===== src/rtl/reprodutor_sequencia.sv =====
// Sequence player: reads up to 16 LED words from a synchronous memory and
// shows each one for T_ON cycles followed by T_OFF blank cycles.
module reprodutor_sequencia #(
  parameter int unsigned T_ON  = 1000,
  parameter int unsigned T_OFF = 500
) (
  input  logic       clock,
  input  logic       reset,
  input  logic       iniciar,
  input  logic       abortar,
  input  logic [3:0] limite,
  output logic [3:0] mem_endereco,
  input  logic [6:0] mem_dado,
  output logic [6:0] leds,
  output logic       ocupado,
  output logic       pronto,
  output logic [4:0] db_estado
);

  typedef enum logic [4:0] {
    OCIOSO   = 5'd0,
    ENDERECA = 5'd1,
    LE       = 5'd2,
    ACENDE   = 5'd3,
    APAGA    = 5'd4,
    FIM      = 5'd5
  } estado_t;

  localparam logic [15:0] TON_ULT  = 16'(T_ON - 1);
  localparam logic [15:0] TOFF_ULT = 16'(T_OFF - 1);

  estado_t     estado;
  logic [3:0]  endereco;
  logic [3:0]  limite_reg;
  logic [6:0]  dado;
  logic [15:0] timer;

  assign mem_endereco = endereco;
  assign db_estado    = estado;
  assign ocupado      = (estado != OCIOSO);

  always_ff @(posedge clock or negedge reset) begin
    if (!reset) begin
      estado     <= OCIOSO;
      endereco   <= 4'd0;
      limite_reg <= 4'd0;
      dado       <= 7'd0;
      timer      <= 16'd0;
      leds       <= 7'd0;
      pronto     <= 1'b0;
    end else if (abortar && estado != OCIOSO) begin
      estado <= OCIOSO;
      leds   <= 7'd0;
      pronto <= 1'b0;
    end else begin
      // leds and pronto are registered alongside the state so they line up
      // with the state they belong to; the default is the blank value.
      leds   <= 7'd0;
      pronto <= 1'b0;
      case (estado)
        OCIOSO: begin
          if (iniciar) begin
            limite_reg <= limite;
            endereco   <= 4'd0;
            estado     <= ENDERECA;
          end
        end
        ENDERECA: estado <= LE;
        LE: begin
          dado   <= mem_dado;
          leds   <= mem_dado;
          timer  <= 16'd0;
          estado <= ACENDE;
        end
        ACENDE: begin
          if (timer == TON_ULT) begin
            timer  <= 16'd0;
            estado <= APAGA;
          end else begin
            timer <= timer + 16'd1;
            leds  <= dado;
          end
        end
        APAGA: begin
          if (timer == TOFF_ULT) begin
            // Compare before incrementing so limite=15 never wraps to 0.
            if (endereco == limite_reg) begin
              pronto <= 1'b1;
              estado <= FIM;
            end else begin
              endereco <= endereco + 4'd1;
              estado   <= ENDERECA;
            end
          end else begin
            timer <= timer + 16'd1;
          end
        end
        FIM:     estado <= OCIOSO;
        default: estado <= OCIOSO;
      endcase
    end
  end

endmodule


===== config.mk =====
export PLATFORM = sky130hd
export DESIGN_NAME = reprodutor_sequencia
export DESIGN_NICKNAME = d
export VERILOG_FILES = /design/src/rtl/reprodutor_sequencia.sv
export SDC_FILE = /design/constraint.sdc
export NUM_CORES = 1
export LEC_CHECK = 0
export CELL_PAD_IN_SITES_DETAIL_PLACEMENT = 0
export CELL_PAD_IN_SITES_GLOBAL_PLACEMENT = 1
export CORE_ASPECT_RATIO = 1.2
export CORE_MARGIN = 5
export CORE_UTILIZATION = 45
export CTS_CLUSTER_DIAMETER = 40
export DETAILED_ROUTE_END_ITERATION = 10
export GPL_TIMING_DRIVEN = 0
export PLACE_DENSITY_LB_ADDON = 0.1
export SYNTH_ARGS = -nofsm -noshare
export SYNTH_HDL_FRONTEND = slang
export SYNTH_SLANG_ARGS = --single-unit

===== constraint.sdc =====
create_clock -name clock -period 5.6 [get_ports clock]
set_clock_uncertainty 0.15 [all_clocks]
set_input_delay 0.56 -clock clock [delete_from_list [all_inputs] [get_ports clock]]
set_output_delay 0.56 -clock clock [all_outputs]
set_load 0.02 [all_outputs]

==> summary.md <==
| Metric | Value |
|---|---|
| Final Max Tran Viols | 0 |
| Area contributors post-synth | dfrtp_1 (48%), mux2_2 (6.1%), nor2_1 (3.7%) |
| Detailed-route vias per instance | 5.36 |
| Post-Syn Area | 2200 um^2 |
| Worst Setup End Kind | output port |
| I/O pins | 33 |
| DP Worst Slack | 2.94 ns |
| Root Driver | clkbuf_8 |
| Die Wd | 73.9 um |
| DRT Pass-1 Iters | 4 |
| Actual slew at the worst max-slew pin | 0.898 ns |
| GRT Util Overall | 16.0% |
| Final hold vios | 0 |
| Asr flop ratio synth | 100% |
| Yosys top cell by area | dfrtp_1 |
| Final ANT Viol Nets | 0 |
| Antenna violations before repair | 0 |
| Synthesized area per cell | 10.6 um^2 |
| Drt drc | 0 |
| Row count | 28 |
| Final #Nets | 264 |
| Outcome | finished, final reports clean |
| GRT overflow | 0 |
| Tcrit/Tclk final | 44.0% |
| Routed WL per cell | 14.7 um |
| Total core area | 4830 um^2 |
| HPWL reported at the end of detailed placement | 3.43 mm |
| Yosys top cell area share | 47.7% |
| Max reg flops | 16 |
| Crit-path slowest cell | clkdlybuf4s50_1 |
| Final Setup Violations | 0 |
| Post-synth EDFFs | 0 |
| Layout area overhead | 24.1% |
| Top reg by flops | timer |
| Max-slew headroom | 40.0% |
| Clk slew on worst S/H paths | 0.08 ns |
| Vias in the first global route | 1596 |
| Top Registers | timer x16, dado x7, leds x7 |
| Layout cell share with drive strength beyond 1 | 18.2% |
| First-pass GRT wire length | 7.84 mm |
| Flop2flop setup slack | 3.24 ns |
| Sequential fraction of the synthesis area | 47.7% |
| Non-Filler Instances | 307 |
| Starting Density | 45.6% |
| Fillers | 437 |
| Die ar. | 6400 um^2 |
| Clk_lat worst skew | 0.30 ns |
| Ys Warns | 0 |
| Clock sinks | 42 |
| Setup CP Type | flop to output port |
| P_leak | 1.19 nW |
| Max-Cap Viols | 0 |
| Die height | 86.7 um |
| Crit path largest cell delay | 0.55 ns |
| Port Buffer Count | 30 |
| Critical path, cell by cell | buf_4, nor3_1, inv_1, clkdlybuf4s50_1 |
| CP required | 4.89 ns |
| TNS Setup | 0 ns |
| Min Tclk post-route | 2.46 ns |
| Post-CTS setup buffer count | 0 |
| CTS Buf Count | 5 |
| Vias post-DR | 1647 |
| Post-DP Area | 2600 um^2 |
| WL final | 4.50 mm |
| CTS Hold Bufs | 0 |
| WP data arrival | 1.75 ns |
| Mapped Cells | 207 |
| Post-CTS sizing | 0 |
| RePlAce Congestion | 0.739 |
| Post-synth top flop | dfrtp_1 |
| Post-synth cell types | 50 |
| RSZ-0062 raised after global routing | no |
| Seq cells post-synth | 42 |
| Largest net degree at the start of global routing | 26 |
| Maximum VDD drop | 194 uV |
| CTS Buffer Depth | 2 |
| Inst Count DP | 299 |
| # diodes | 0 |
| Setup slack after layout | 3.14 ns |
| Pwr/cell area | 381 nW/um^2 |
| Max Clk Rate | 0.406 GHz |
| Critical-path maximum fanout | 10 |
| Hold Crit Class | primary input to async pin |
| Final instance area | 2740 um^2 |
| CTS tree | done |
| Worst setup SP type | flop |
| Drt initial violations | 73 |
| Htree depth | 2 |
synth_stat cells (all sizes together), types with 3 or more instances:
cell	count
o21ai	8
o2bb2ai	4
nand2	13
nor3b	3
mux2	12
ha	3
a22o	9
inv	8
xor2	7
buf	8
dfrtp	42
nand4	7
a21oi	10
nor2	22
nor4	3
and4	3
nor3	5
nand3	12
final cells by class:
cell class | instances | area (um^2) | area share, %
plain buffers | 8 | 62.6 | 2.29
multi-input cells | 150 | 1060 | 38.9
flip-flops and latches | 42 | 1050 | 38.4
clock buffers | 5 | 68.8 | 2.52
well taps | 60 | 75.1 | 2.74
clock inverters | 3 | 68.8 | 2.52
inverters | 8 | 30.0 | 1.10
repair buffers | 31 | 315 | 11.5
per-stage QoR:
stage,total power (W),hold slack (ns),util (%)
global route,0.00111,0.0814,56.6
CTS,0.00106,0.0617,56.6
floorplan,0.000653,0.114,-
detailed placement,0.000766,0.326,53.7
finish,0.00104,0.0514,56.6
global placement,0.000760,0.318,53.4
cell usage in the layout, fill, tap and decap left out, types with 4 or more instances in the layout:
cell	synthesis	final
dfrtp_1	42	42
clkdlybuf4s50_1	0	29
nor2_1	22	22
nand2_1	13	13
mux2_2	12	12
nand3_1	12	12
a22o_1	9	9
a21oi_1	9	9
inv_1	8	8
xor2_1	7	7
nand4_1	6	6
o21ai_0	6	6
clkbuf_8	0	5
buf_4	4	4
o2bb2ai_1	4	4
kinds of logic after synthesis:
group	synth area share, %
DFF	47.7
other	0.170
and+or+nand+nor	22.6
buffers and inverters	4.20
xor gates and xnor gates	3.58
adders and majority gates	1.70
muxes	7.04
AOI/OAI and AO/OA	13.0
power by group:
part	total, W	internal, W	switching, W
registers	0.000419	0.000371	0.0000485
logic	0.000335	0.000163	0.000172
clock network	0.000287	0.000179	0.000108
layer usage:
layer	wire length [um]	share of wire (%)	GRT usage, %	vias up
met5	0	0	0	-
met4	80	1.8	7.41	0
met3	155	3.4	2.78	8
met2	2340	52	26.9	26
met1	1930	43	19.7	786
li1	-	-	-	827
critical path, delay by kind of cell (launching register included):
family                 cells  cell delay (ns)
buffers and inverters      3             0.84
flip-flops                 1             0.41
AND/OR/NAND/NOR            1             0.22
worst paths after layout:
check                                    startpoint                   end  cells after the start
setup / recovery           db_estado[0]$_DFFE_PN0P_               ocupado                      4
hold / removal                                reset  timer[6]$_DFFE_PN0P_                      1
setup reg to reg              timer[12]$_DFFE_PN0P_  timer[2]$_DFFE_PN0P_                      5
hold reg to reg                 dado[1]$_DFFE_PN0P_     leds[1]$_DFF_PN0_                      1
max in group asynchronous                     reset  timer[2]$_DFFE_PN0P_                      2
min in group clock              dado[1]$_DFFE_PN0P_     leds[1]$_DFF_PN0_                      1
No activity file was read; power rests on OpenSTA's default activity.
